==> src/rtl/attitude_pkg.sv <==
// Shared definitions for the attitude indicator: code bit positions, the
// level code, LED grid indices and the decoder FSM state encoding.
package attitude_pkg;

  // Bit positions inside the 4-bit encoder code
  localparam int ROLL_SGN  = 3;
  localparam int PITCH_SGN = 2;
  localparam int ROLL_LVL  = 1;
  localparam int PITCH_LVL = 0;

  // Both axes level
  localparam logic [3:0] LEVEL_CODE = 4'b0011;

  // LED grid, index = row*3 + col; rows up/level/down, cols left/level/right
  localparam int LED_COUNT      = 9;
  localparam int LED_UP_LEFT    = 0;
  localparam int LED_UP         = 1;
  localparam int LED_UP_RIGHT   = 2;
  localparam int LED_LEFT       = 3;
  localparam int LED_LEVEL      = 4;
  localparam int LED_RIGHT      = 5;
  localparam int LED_DOWN_LEFT  = 6;
  localparam int LED_DOWN       = 7;
  localparam int LED_DOWN_RIGHT = 8;

  typedef enum logic [1:0] {
    ST_IDLE  = 2'd0,
    ST_TRACK = 2'd1,
    ST_STALE = 2'd2
  } state_t;

  // A level axis has no meaningful sign, so its sign bit is cleared.
  function automatic logic [3:0] canonicalize(input logic [3:0] code);
    logic [3:0] c;
    c = code;
    if (code[ROLL_LVL])  c[ROLL_SGN]  = 1'b0;
    if (code[PITCH_LVL]) c[PITCH_SGN] = 1'b0;
    return c;
  endfunction

  // One-hot LED addressed by a code.
  function automatic logic [LED_COUNT-1:0] led_onehot(input logic [3:0] code);
    logic [1:0] row;
    logic [1:0] col;
    logic [3:0] idx;
    col = code[ROLL_LVL]  ? 2'd1 : (code[ROLL_SGN]  ? 2'd0 : 2'd2);
    row = code[PITCH_LVL] ? 2'd1 : (code[PITCH_SGN] ? 2'd2 : 2'd0);
    idx = {2'b00, row} * 4'd3 + {2'b00, col};
    return LED_COUNT'(1) << idx;
  endfunction

endpackage

==> src/rtl/attitude_blink_gen.sv <==
// Blink phase generator: a prescaler that toggles the phase every
// HALF_PERIOD clocks. A restart puts the phase at 1 with a fresh count.
module attitude_blink_gen #(
  parameter int HALF_PERIOD = 6_000_000
) (
  input  logic clk,
  input  logic rst,
  input  logic restart,
  output logic phase
);

  localparam int              W    = $clog2(HALF_PERIOD + 1);
  localparam logic [W-1:0]    LAST = W'(HALF_PERIOD - 1);

  logic [W-1:0] presc;

  // Prescaler wrap toggles the phase; restart wins over counting
  // NOTE: state registers use non-blocking assignments so every flop samples pre-edge values.
  always_ff @(posedge clk or posedge rst) begin
    if (rst) begin
      presc <= '0;
      phase <= 1'b1;
    end else if (restart) begin
      presc <= '0;
      phase <= 1'b1;
    end else if (presc == LAST) begin
      presc <= '0;
      phase <= ~phase;
    end else begin
      presc <= presc + W'(1);
    end
  end

endmodule

==> src/rtl/attitude_decoder.sv <==
// Attitude decoder: canonicalizes and debounces the encoder code, then
// drives a 3x3 indicator grid that blinks whenever the aircraft is not level.
// Optional stale-input detection is built when ATTITUDE_DECODER_STALE_EN is
// defined; otherwise o_Stale is tied low and the FSM uses IDLE/TRACK only.
module attitude_decoder #(
  parameter int STABLE_COUNT      = 4,
  parameter int BLINK_HALF_PERIOD = 6_000_000,
  parameter int TIMEOUT_CYCLES    = 1_200_000
) (
  input  logic       i_Clk,
  input  logic       i_Rst,
  input  logic       i_Sample_Valid,
  input  logic [3:0] i_Attitude,
  output logic [3:0] o_Attitude,
  output logic       o_Valid,
  output logic [8:0] o_LED,
  output logic       o_Stale
);

  import attitude_pkg::*;

  localparam int              CW      = $clog2(STABLE_COUNT + 1);
  localparam logic [CW-1:0]   CNT_MAX = CW'(STABLE_COUNT);

  logic [3:0]    sample;
  logic [3:0]    cand;
  logic [3:0]    cand_next;
  logic [CW-1:0] cnt;
  logic [CW-1:0] cnt_next;
  logic          commit;
  logic          phase;
  logic          timeout;
  state_t        state;

  assign sample = canonicalize(i_Attitude);

  // Next candidate/count and the commit decision for the current strobe
  // NOTE: every always_comb output gets a default first, so no path can infer a latch.
  always_comb begin
    cand_next = cand;
    cnt_next  = cnt;
    if (i_Sample_Valid) begin
      if (sample == cand) begin
        if (cnt != CNT_MAX) cnt_next = cnt + CW'(1);
      end else begin
        cand_next = sample;
        cnt_next  = CW'(1);
      end
    end
    commit = i_Sample_Valid && (cnt_next == CNT_MAX) && (cand_next != o_Attitude);
  end

  // Filter state and the committed code
  always_ff @(posedge i_Clk or posedge i_Rst) begin
    if (i_Rst) begin
      cand       <= LEVEL_CODE;
      cnt        <= '0;
      o_Attitude <= LEVEL_CODE;
      o_Valid    <= 1'b0;
    end else begin
      cand <= cand_next;
      cnt  <= cnt_next;
      if (commit) begin
        o_Attitude <= cand_next;
        o_Valid    <= 1'b1;
      end
    end
  end

  attitude_blink_gen #(
    .HALF_PERIOD (BLINK_HALF_PERIOD)
  ) u_blink (
    .clk     (i_Clk),
    .rst     (i_Rst),
    .restart (commit),
    .phase   (phase)
  );

`ifdef ATTITUDE_DECODER_STALE_EN
  localparam int              TW     = $clog2(TIMEOUT_CYCLES + 1);
  localparam logic [TW-1:0]   TO_MAX = TW'(TIMEOUT_CYCLES);

  logic [TW-1:0] quiet_cnt;
  logic [TW-1:0] quiet_next;

  // Strobe-free clock count, saturating at the timeout
  always_comb begin
    quiet_next = '0;
    if (!i_Sample_Valid)
      quiet_next = (quiet_cnt == TO_MAX) ? quiet_cnt : quiet_cnt + TW'(1);
    timeout = !i_Sample_Valid && (quiet_next == TO_MAX);
  end

  // Timeout counter register
  always_ff @(posedge i_Clk or posedge i_Rst) begin
    if (i_Rst) quiet_cnt <= '0;
    else       quiet_cnt <= quiet_next;
  end
`else
  // The timeout length has no meaning without stale detection
  logic unused_timeout;
  assign unused_timeout = |TIMEOUT_CYCLES;
  assign timeout        = 1'b0;
`endif

  // Display FSM with registered LED and stale outputs
  always_ff @(posedge i_Clk or posedge i_Rst) begin
    if (i_Rst) begin
      state   <= ST_IDLE;
      o_LED   <= '0;
      o_Stale <= 1'b0;
    end else begin
      case (state)
        ST_IDLE: begin
          if (commit) begin
            state <= ST_TRACK;
          end else if (timeout) begin
            state   <= ST_STALE;
            o_Stale <= 1'b1;
          end
          o_LED <= '0;
        end
`ifdef ATTITUDE_DECODER_STALE_EN
        ST_STALE: begin
          if (i_Sample_Valid) begin
            state   <= ST_TRACK;
            o_Stale <= 1'b0;
          end
          o_LED <= {LED_COUNT{phase}};
        end
`endif
        ST_TRACK: begin
          if (timeout) begin
            state   <= ST_STALE;
            o_Stale <= 1'b1;
          end
          if (o_Attitude == LEVEL_CODE) o_LED <= LED_COUNT'(1) << LED_LEVEL;
          else if (phase)               o_LED <= led_onehot(o_Attitude);
          else                          o_LED <= '0;
        end
        default: begin
          state   <= ST_IDLE;
          o_LED   <= '0;
          o_Stale <= 1'b0;
        end
      endcase
    end
  end

endmodule

==> config.mk <==
export PLATFORM = sky130hd
export DESIGN_NAME = attitude_decoder
export DESIGN_NICKNAME = d
export VERILOG_FILES = /design/src/rtl/attitude_pkg.sv /design/src/rtl/attitude_blink_gen.sv /design/src/rtl/attitude_decoder.sv
export SDC_FILE = /design/constraint.sdc
export NUM_CORES = 1
export LEC_CHECK = 0
export ABC_AREA = 1
export CAP_MARGIN = 20
export CORE_MARGIN = 2
export CORE_UTILIZATION = 45
export CTS_BUF_LIST = sky130_fd_sc_hd__clkbuf_2 sky130_fd_sc_hd__clkbuf_4 sky130_fd_sc_hd__clkbuf_8
export CTS_CLUSTER_DIAMETER = 40
export DETAILED_ROUTE_END_ITERATION = 10
export GPL_TIMING_DRIVEN = 0
export PLACE_DENSITY = 0.63
export SKIP_CTS_REPAIR_TIMING = 1
export SLEW_MARGIN = 20
export SYNTH_ARGS = -nofsm -noshare
export SYNTH_HDL_FRONTEND = slang
export SYNTH_HIERARCHICAL = 1
export SYNTH_SLANG_ARGS = --single-unit
==> constraint.sdc <==
create_clock -name i_Clk -period 2.9 [get_ports i_Clk]
set_input_delay 0.87 -clock i_Clk [delete_from_list [all_inputs] [get_ports i_Clk]]
set_output_delay 0.87 -clock i_Clk [all_outputs]
set_load 0.005 [all_outputs]
# == Word level (Yosys, flattened, before mapping) ==
# Index checks and enable logic that the tools add are counted.
# word_totals
in_bits,7
romBits,0
output_inout_bits,15
memories,0
reg_bits,47
ram_bits,0
latch_bits,0
elab_cells,48
# op_classes
order_cmp,0
muxes,20
n_reduce_logical,5
n_div,0
mul,1
shift,1
n_eq_ne,8
bitwise,2
add_sub_neg,3
# op_table
operator,n
23-bit two-way mux,2
9-bit two-way mux,3
"23-bit by 1-bit adder with 23-bit output, second input constant",1
"23-bit equality test, second input constant",1
2-bit two-way mux,5
3-bit two-way mux,3
"1-bit by 4-bit left shift with 9-bit output, first input constant",1
4-bit two-way mux,2
4-bit by 2-bit adder with 4-bit output,1
"4-bit by 2-bit equality test with 1-bit output, second input constant",1
4-bit equality test,1
"2-bit by 2-bit multiplier with 4-bit output, second input constant",1
1-bit two-way mux,4
4-bit != test,1
2-bit one-hot mux with 2 select lines,1
"3-bit by 1-bit adder with 3-bit output, second input constant",1
"3-bit equality test, second input constant",1
"3-bit != test, second input constant",1
"2-bit by 1-bit equality test with 1-bit output, second input constant",1
1-bit logical AND,2
2-bit logical NOT,1
"2-bit != test, second input constant",1
1-bit inverter,2
2-bit AND reduction,1
2-bit nonzero test,1

# == Logic depth before layout (Yosys ltp) ==
# Gate-level depths: netlist of run 1.
# depth
word_depth,9
mapped_depth,15
mapped_depth_nobuf,13

# == By module ==
# The synthesis of run 1 kept the hierarchy.
# modules_own_cells
module,n_inst,cells_per_inst,seq_area_each_um2,area_per_inst_um2
attitude_blink_gen,1,197,601.8,1420.1
attitude_decoder,1,141,555.5,1202.4

# == Worst setup path before layout of run 1 ==
# OpenSTA, ideal clock, no wires.
# synth_timing
path_kind,input-to-reg
startpoint,in i_Sample_Valid
endpoint,reg u_blink.presc[19]
required_ps,2784
n_path_buf,3
setup_slack_ps,518
path_stages,13
setup_ps,116
arrival_ps,2266
cell_sequence,buf_6 > nand2_4 > xor2_2 > nor2_2 > nand2_1 > nor2_4 > nand2_4 > inv_1 > clkbuf_1 > inv_1 > nand2_2 > buf_6 > nor2_1
# synth_via
elab_chain_cells,5
word_cells_on_any_way,7
classes_between,eq/ne (2); mux (3); reduce/logical (2)
# synth_lines
item,line_no,rtl
start: declaration,attitude_decoder.sv:12,"input logic i_Sample_Valid,"
3-bit two-way mux,attitude_decoder.sv:42,if (i_Sample_Valid) begin
3-bit equality test,attitude_decoder.sv:50,commit = i_Sample_Valid && (cnt_next == CNT_MAX) && (cand_next != o_Attitude);
1-bit logical AND,attitude_decoder.sv:50,
1-bit logical AND *,attitude_decoder.sv:50,
via commit,attitude_decoder.sv:30,logic commit;
23-bit two-way mux *,attitude_blink_gen.sv:23,end else if (restart) begin
end signal: assignment,attitude_blink_gen.sv:30,presc <= presc + W'(1);
end: declaration,attitude_blink_gen.sv:15,logic [W-1:0] presc;
# The timed path passes the listed nets; every way through them passes the cells marked *.
# A chain may end at the register's enable or synchronous reset.

# == Final worst setup path of run 1 ==
# layout_timing
startpoint,in i_Sample_Valid
endpoint,reg u_blink.presc[20]
# layout_via
word_cells_on_any_way,7
classes_between,eq/ne (2); mux (3); reduce/logical (2)
# layout_lines
item,line_no,rtl
4-bit two-way mux,attitude_decoder.sv:42,
via cand_next[2],attitude_decoder.sv:27,logic [3:0] cand_next;
4-bit != test,attitude_decoder.sv:50,
1-bit logical AND,attitude_decoder.sv:50,
via commit,attitude_decoder.sv:30,
23-bit two-way mux,attitude_blink_gen.sv:23,
# The timed path passes the listed nets, and every way through them passes these cells.

==> results of run 1 <==
logic make-up after synthesis:
logic type      share of synthesized area [%]
other cells                            0.1430
simple gates                            36.35
flops                                   44.13
compound gates                          2.290
fa+ha+maj                               4.389
buf+inv                                 6.728
xor+xnor                                5.964
registers in the layout (all words and copies together), names as in the netlist:
name / flops
cnt: 3
cand: 4
state: 1
o_Valid: 1
o_Attitude: 4
u_blink/presc: 23
o_LED: 9
u_blink/phase: 1
worst max-delay path by stage:
stage,from,end,slack [ns],cells past startpoint
after CTS,i_Attitude[0],u_blink/presc[0]$_DFF_PP0_,-0.06,16
final,i_Sample_Valid,u_blink/presc[20]$_DFF_PP0_,0.24,13
after detailed placement,i_Attitude[0],u_blink/presc[20]$_DFF_PP0_,-0.37,16
after floorplan,i_Sample_Valid,u_blink/presc[19]$_DFF_PP0_,0.52,13
after global routing,i_Sample_Valid,u_blink/presc[7]$_DFF_PP0_,0.006,13
after global placement,i_Attitude[0],u_blink/presc[19]$_DFF_PP0_,-0.34,16
routing by layer:
layer  track usage, %  share of wire, %  routed length [um]  vias up
met3            4.045               2.4                 123        6
met1            21.54                48                2443      973
met4            5.763               1.2                  61        0
met5                0                 0                   0        -
li1                 -                 -                   -     1088
met2            31.75                48                2426       22
cell usage after synthesis, drive strengths merged:
library cell,instances
nand2,104
nand4,2
or2,1
inv,37
a31oi,1
xnor2,4
dfstp,5
nor3b,1
nor4,1
buf,3
o211ai,1
nand3,27
xor2,13
o21ai,4
fa,2
clkbuf,2
ha,6
nor3,4
dfrtp,41
a21oi,2
nor2,75
o32ai,1
conb,1
worst max-delay path: stages:
cell and delay [ns]:
sky130_fd_sc_hd__clkdlybuf4s50_1 0.50, sky130_fd_sc_hd__inv_1 0.11, sky130_fd_sc_hd__nand2_1 0.09, sky130_fd_sc_hd__nand2_2 0.08, sky130_fd_sc_hd__xor2_1 0.14, sky130_fd_sc_hd__nor2_1 0.13
sky130_fd_sc_hd__nand2_2 0.11, sky130_fd_sc_hd__nand2_4 0.14, sky130_fd_sc_hd__clkinvlp_4 0.20, sky130_fd_sc_hd__inv_1 0.13, sky130_fd_sc_hd__nand2_2 0.11, sky130_fd_sc_hd__buf_6 0.16
sky130_fd_sc_hd__nor2_1 0.10
power groups by stage:
stage	clock (mW)	sequential, mW	combinational, mW
after detailed placement	0	0.983	0.853
after floorplan	0	0.952	0.628
final	0.571	0.976	0.844
after global routing	0.616	0.997	0.977
after CTS	0.587	0.974	0.854
after global placement	0	0.984	0.836
per-stage QoR:
step           setup WS (ns)  std cells  area (um^2)
2_1_floorplan         0.5181        338         2623
3_3_place_gp         -0.3444        430         2913
3_5_place_dp         -0.3661        430         2913
4_1_cts             -0.05906        438         3050
5_1_grt             0.005540        438         3065
6_report              0.2410        438         3065
cell type report:
class                      instances  area (um^2)
clock buffer                       5        68.82
buffer                             4        33.78
sequential                        46         1157
multi-input combinational        250         1289
fill                             553         2509
tap                               72        90.09
inverter                          37        142.6
timing repair buffer              21        215.2
clock inverter                     3        68.82
==> results by stage, run 1 <==
Logic synthesis:
- The net count of the mapped netlist is approximately 350.
- The post-synthesis sequential area ratio is between 40 and 50%.
- The register bit total from synthesis is 46.
- The leading area contributor after synthesis is sky130_fd_sc_hd__dfrtp_1.
- The proportion of netlist area held by the largest area contributor is about 40%.
- The Yosys step of the flow raised 6 warnings.
- The cell area after synthesis is 0.002623 mm^2.
- In the post-synthesis netlist, the biggest area contributors are sky130_fd_sc_hd__dfrtp_1, sky130_fd_sc_hd__nand2_1, sky130_fd_sc_hd__nor2_1.
- The post-synthesis instance total is about 340.
- After synthesis, the mean cell area works out to slightly below 8 um^2.
- The number of library cell types mapped by synthesis is 34.

Clock network:
- CTS built an H-tree with a depth of 2.
- For the worst-skew pair, the clock arrives at the later sink with an insertion delay of around 0.30 ns.
- In this run, CTS created clock tree buffers numbering 5.
- The clock drives 46 sinks.
- The root buffer selected by CTS is sky130_fd_sc_hd__clkbuf_8.
- No sink is reached through more buffers than the 2 on the longest clock path.
- The clock-pin slew on the worst setup and hold paths is 0.10 ns.
- TritonCTS built the clock tree.

Routing:
- Summed over all layers, the routed wires come to about 5100 um.
- The routed wirelength normalized by instance count is ~12 um.
- For this run, design rule violations remaining after detail routing come to 0.
- For this run, the detailed router's first-pass iteration total came to 4.
- The antenna violation net count after detailed routing is 0.
- After the first detailed-routing iteration, the DRC count stood at just under 60.
- Using the TritonRoute via totals, the vias-per-cell ratio works out to around 4.8.
- The total via count in the routed design is 2089.

Min path:
- The worst hold path was traced through 2 stages.
- For hold timing, the worst endpoint is o_Valid$_DFFE_PP0P_.
- The path class of the lowest-slack min-delay path is reg -> reg.
- The beginning of the worst hold path is o_Valid$_DFFE_PP0P_.

Worst setup path:
- The worst register-to-register path has a setup slack of 0.45 ns.
- In this run the critical register-to-register path is captured at o_LED[4]$_DFF_PP0_.
- The required time at the worst-slack endpoint is about 3.1 ns.
- STA classifies the critical path startpoint as an input pin.
- The maximum fanout along the worst path is 10.
- The length in cells of the worst reg-to-reg path is 7.
- Data on the critical path arrives at its endpoint at approximately 2.9 ns.
- The nature of the critical path endpoint is a flip-flop.
- The launch instance of the worst register-to-register path is o_Attitude[2]$_DFFE_PP0P_.
- The start-to-end type of the worst setup path is in -> reg.

Layout:
- The final net count is 380.
- The area growth from synthesis to layout is 16.89%.
- The utilization of the core after routing is 54.99%.
- Leaving out fill and tap cells, the most frequent cell in the layout is sky130_fd_sc_hd__nand2_1.
- The share of post-route cells with drive strength above 1 is between 10 and 15%.
- The number of antenna cells inserted is 0.
- In the layout the commonest cells are sky130_fd_sc_hd__nand2_1, sky130_fd_sc_hd__nor2_1, sky130_fd_sc_hd__dfrtp_1.

GRT:
- The overall routing resource usage is roughly 18%.
- For this run the aggregate overflow at the end of global routing stands at 0.
- The number of global-route vias before repair is about 2000.
- The initial antenna violation count is 0.
- The first global-routing pass estimated between 8000 and 9000 um of wire.
- The maximum number of pins on one net before global-route repair is 25.

Timing:
- For the finished layout, the period the worst path requires is 2.659 ns.
- The peak clock frequency supported by timing is roughly 380 MHz.
- After routing, the total negative slack on setup checks comes to 0 ns.
- For the pin with the worst max-slew slack, the measured transition is ~0.83 ns.
- The worst-case hold slack is roughly 0.48 ns.
- In this run the tightest slew margin relative to its limit is around 45%.
- Setup repair after global routing left no endpoint under its margin.
- The share of the clock period used by the worst path after layout is around nine tenths.
- Setup violations remaining at the end of the flow were counted as 0.
- The final number of hold-violating endpoints is 0.
- The worst clock skew is 0.01391 ns.
- The count of final max-slew check failures is 0.

Power and ir drop:
- The analysis attributes to cell leakage a power of roughly 1.4 nW.
- Dividing total power by cell area gives a power density of around 780 mW/mm^2.
- The internal power is roughly 1.5 mW.
- The worst vdd rail ir drop is 531.9 uV.
- The register share of total power is between 40% and 50%.
- The switching part of the total power is 36.44%.
- The total net switching power is roughly 0.87 mW.
- The overall power consumption is ~2.4 mW.
- The part of the total power dissipated in combinational logic is a little over a third.
- The clock network accounts for a little under a quarter of the total power.

Floorplan:
- 22 I/O pins were placed.
- Once the floorplan was initialized, standard cells occupied between 40% and 50% of the core.
- The total area inside the core boundary comes to 0.005574 mm^2.
- The floorplan step set the die width to roughly 80 um.
- The total die area is between 0.006 and 0.007 mm^2.
- The overall die height is approximately 80 um.
- The initialized floorplan defines 27 standard-cell rows.

Run status:
- The flow ran to the end, and the final reports show no timing, DRC or antenna violations.

Placement:
- The HPWL after detailed placement is 3831 um.
- The routability-driven placement congestion ratio is about 0.84.
- The number of buffer cells added on primary ports is 20.

Job:
- Max-cap violations in this run came to 0.
Note: power is estimated with default switching activity, not from simulation.
==> inputs of run 2 (changes only) <==
CORE_MARGIN = default   (was 2)
==> run 2 against run 1 <==
Against the previous run: worst setup slack lost 0.0021 ns; clock skew fell by 0.0053 ns; clock power fell by 32%; combinational power shrank 0.7%; critical endpoint is now u_blink/presc[0]$_DFF_PP0_; via count shrank 1.8%; largest power group unchanged.
==> results by stage, run 2 (synthesis results as in run 1) <==
Timing:
- Dividing the final minimum period by the clock period gives 91.76%.
- Setup repair after global routing left no endpoint under its margin.
- The final sum of negative setup slack is 0 ns.
- The peak clock frequency supported by timing is about 380 MHz.
- The worst relative slew slack is between 40% and 50%.
- For the pin with the worst max-slew slack, the measured transition is slightly above 0.8 ns.
- The worst clock skew is around 0.0086 ns.
- The count of final max-slew check failures came to 0.
- In the post-route analysis, the smallest setup slack over all paths is about 0.24 ns.
- The final number of hold-violating endpoints came to 0.
- The final count of negative-setup-slack endpoints is 0.
- The clock period could shrink to 2.661 ns.

Clock network:
- The clock passes through at most 2 buffers.
- The tree built by TritonCTS fans out to 46 sinks.
- TritonCTS built the clock tree.
- The source-to-sink clock delay at the later pin of the worst-skew pair is roughly 0.30 ns.
- The number of buffers inserted during clock tree synthesis is 5.
- The count of H-tree levels built during CTS is 2.
- Clock-pin slew was measured on the worst setup and hold paths at about 0.090 ns.
- Clock tree synthesis selected as its root buffer the cell sky130_fd_sc_hd__clkbuf_8.

Routing:
- After detailed routing, the number of vias per cell comes to between 4 and 5.
- The number of detailed-routing iterations run before antenna repair is 4.
- Once detail routing completed, the nets flagged for antenna violations numbered 0.
- Summed over all layers, the routed wires come to 4895 um.
- The number of DRC markers in iteration 0 is between 60 and 70.
- The total via count in the routed design is between 2000 and 2500.
- The routed wirelength normalized by instance count is about 11 um.
- The residual DRC count is 0.

Worst setup path:
- At the worst endpoint, the required time is 3.13 ns.
- The worst setup path is launched from an input pin.
- The length in cells of the worst reg-to-reg path is 7.
- The worst setup path is captured at a flip-flop.
- The start-to-end type of the worst setup path is in -> reg.
- The arrival time of data at the critical path endpoint is around 2.9 ns.
- The terminus of the critical flop-to-flop path is o_LED[4]$_DFF_PP0_.
- The worst register-to-register path begins at o_Attitude[2]$_DFFE_PP0P_.
- The setup check on the worst reg-to-reg path leaves a slack of around 0.46 ns.
- In this run the worst path has a maximum fanout of 10.

Layout:
- More flip-flops sit in one register than any other, and that register is u_blink/presc.
- The library cell used most frequently in the layout, excluding fill and tap cells, is sky130_fd_sc_hd__nand2_1.
- The largest registers in the layout are u_blink/presc x23, o_LED x9.
- In the final layout, the multi-input gates occupy 0.001289 mm^2.
- The repair_antennas step left the layout with diodes totalling 0.
- The final net count is 380.
- The register with the most flip-flops in the layout has 23 of them.
- The library cells used most frequently in the layout, excluding fill and tap cells, are sky130_fd_sc_hd__nand2_1, sky130_fd_sc_hd__nor2_1, sky130_fd_sc_hd__dfrtp_1.
- From synthesis to final layout, the design area changed by 15.08%.
- Cells fill 54.14% of the core in the end.
- The sequential standard cell area is around 0.0012 mm^2.
- The share of post-route cells with drive strength above 1 is about 13%.
- The layout has 540 filler cells.

Floorplan:
- The number of placement rows is 27.
- Measured along the x axis, the die boundary spans approximately 78 um.
- In this run the vertical extent of the chip is between 70 and 80 um.
- The initial utilization of the core area, before any placement, comes to about 47%.
- The I/O pin total is 22.
- The die covers roughly 0.0061 mm^2.
- The total area inside the core boundary comes to ~0.0056 mm^2.

Power and ir drop:
- The internal power is 1.343 mW.
- The analysis attributes to net switching a power of approximately 0.86 mW.
- The switching part of the total power is just under 40%.
- Summed over all cells, the static leakage comes to 1.401 nW.
- Total power for the finished layout comes to around 2.2 mW.
- The worst-case IR drop observed on VDD is ~520 uV.
- Of the total power, registers draw 44.2%.
- Combinational logic burns a little under two fifths of the power.
- In this run, the clock network consumes between 15 and 20% of the power.
- Power spread over the standard cell area amounts to 728.8 mW/mm^2.

Job:
- The number of maximum-capacitance violations is 0.

GRT:
- The number of global-route vias before repair is approximately 2000.
- Global routing finished with a remaining overflow of 0.
- The initial antenna violation count is 0.
- The maximum number of pins on one net before global-route repair is 25.
- The overall routing resource usage is a little under a fifth.
- The wire length of the first global-routing pass is 8597 um.

Placement:
- The routability-driven placement congestion ratio is 0.8369.
- The count of buffers added on input and output ports is 20.
- At the placement stage, the worst setup path has a slack of -0.4042 ns.
- The HPWL after detailed placement is approximately 3700 um.

Min path:
- The destination of the worst hold path is o_Valid$_DFFE_PP0P_.
- The worst hold path cell count is 2.
- The beginning of the worst hold path is o_Valid$_DFFE_PP0P_.
- The worst hold path belongs to the class reg -> reg.

Run status:
- The flow ran to the end, and the final reports show no timing, DRC or antenna violations.
[run 2: changes by cell type in the layout (fill, tap and decap cells not counted), sizes merged]
cell      change
bufinv        -2
clkinv        +1
clkinvlp      +1
[run 2: worst max path at each step]
stage	to	cells after the start	slack, ns	start
6_report	u_blink/presc[0]$_DFF_PP0_	13	0.24	i_Sample_Valid
5_1_grt	u_blink/presc[8]$_DFF_PP0_	13	0.04	i_Sample_Valid
4_1_cts	u_blink/presc[0]$_DFF_PP0_	16	-0.08	i_Attitude[0]
3_5_place_dp	u_blink/presc[0]$_DFF_PP0_	16	-0.40	i_Attitude[0]
3_3_place_gp	u_blink/presc[19]$_DFF_PP0_	16	-0.35	i_Attitude[0]
2_1_floorplan	u_blink/presc[19]$_DFF_PP0_	13	0.52	i_Sample_Valid
[run 2: per-layer routing]
metal / GRT usage, % / up-vias / routed length, um
li1: - / 1090 / -
met1: 22.60 / 912 / 2348
met2: 30.53 / 41 / 2285
met3: 3.837 / 9 / 158
met4: 7.037 / 0 / 103
met5: 0 / - / 0
[run 2: critical path, stage by stage]
cell	delay [ns]
sky130_fd_sc_hd__clkdlybuf4s50_1	0.49
sky130_fd_sc_hd__inv_1	0.12
sky130_fd_sc_hd__nand2_1	0.10
sky130_fd_sc_hd__nand2_2	0.08
sky130_fd_sc_hd__xor2_1	0.14
sky130_fd_sc_hd__nor2_1	0.13
sky130_fd_sc_hd__nand2_2	0.11
sky130_fd_sc_hd__nand2_4	0.14
sky130_fd_sc_hd__clkinvlp_4	0.20
sky130_fd_sc_hd__inv_1	0.13
sky130_fd_sc_hd__nand2_2	0.11
sky130_fd_sc_hd__buf_6	0.16
sky130_fd_sc_hd__nor2_1	0.09
[run 2: layout make-up]
cell class	instances	share of cell area (%)
plain buffers	4	1.119
clock buffers	5	2.280
clock inverters	3	0.7048
inverters	37	4.726
multi-input cells	250	42.70
flip-flops and latches	46	38.35
well taps	72	2.985
repair buffers	21	7.131
[run 2: power groups by stage]
stage          clock network [mW]  logic, mW  registers [mW]
2_1_floorplan                   0      0.628           0.952
3_3_place_gp                    0      0.835           0.983
3_5_place_dp                    0      0.846           0.979
4_1_cts                     0.412      0.846           0.972
5_1_grt                     0.441      0.958           0.996
6_report                    0.390      0.838           0.972
[run 2: per-stage QoR]
stage,std cells,cell area [um^2],hold WS (ns)
floorplan,338,2623,0.4502
global placement,430,2913,0.4476
detailed placement,430,2913,0.4538
CTS,438,3003,0.4766
global route,438,3018,0.5003
finish,438,3018,0.4749
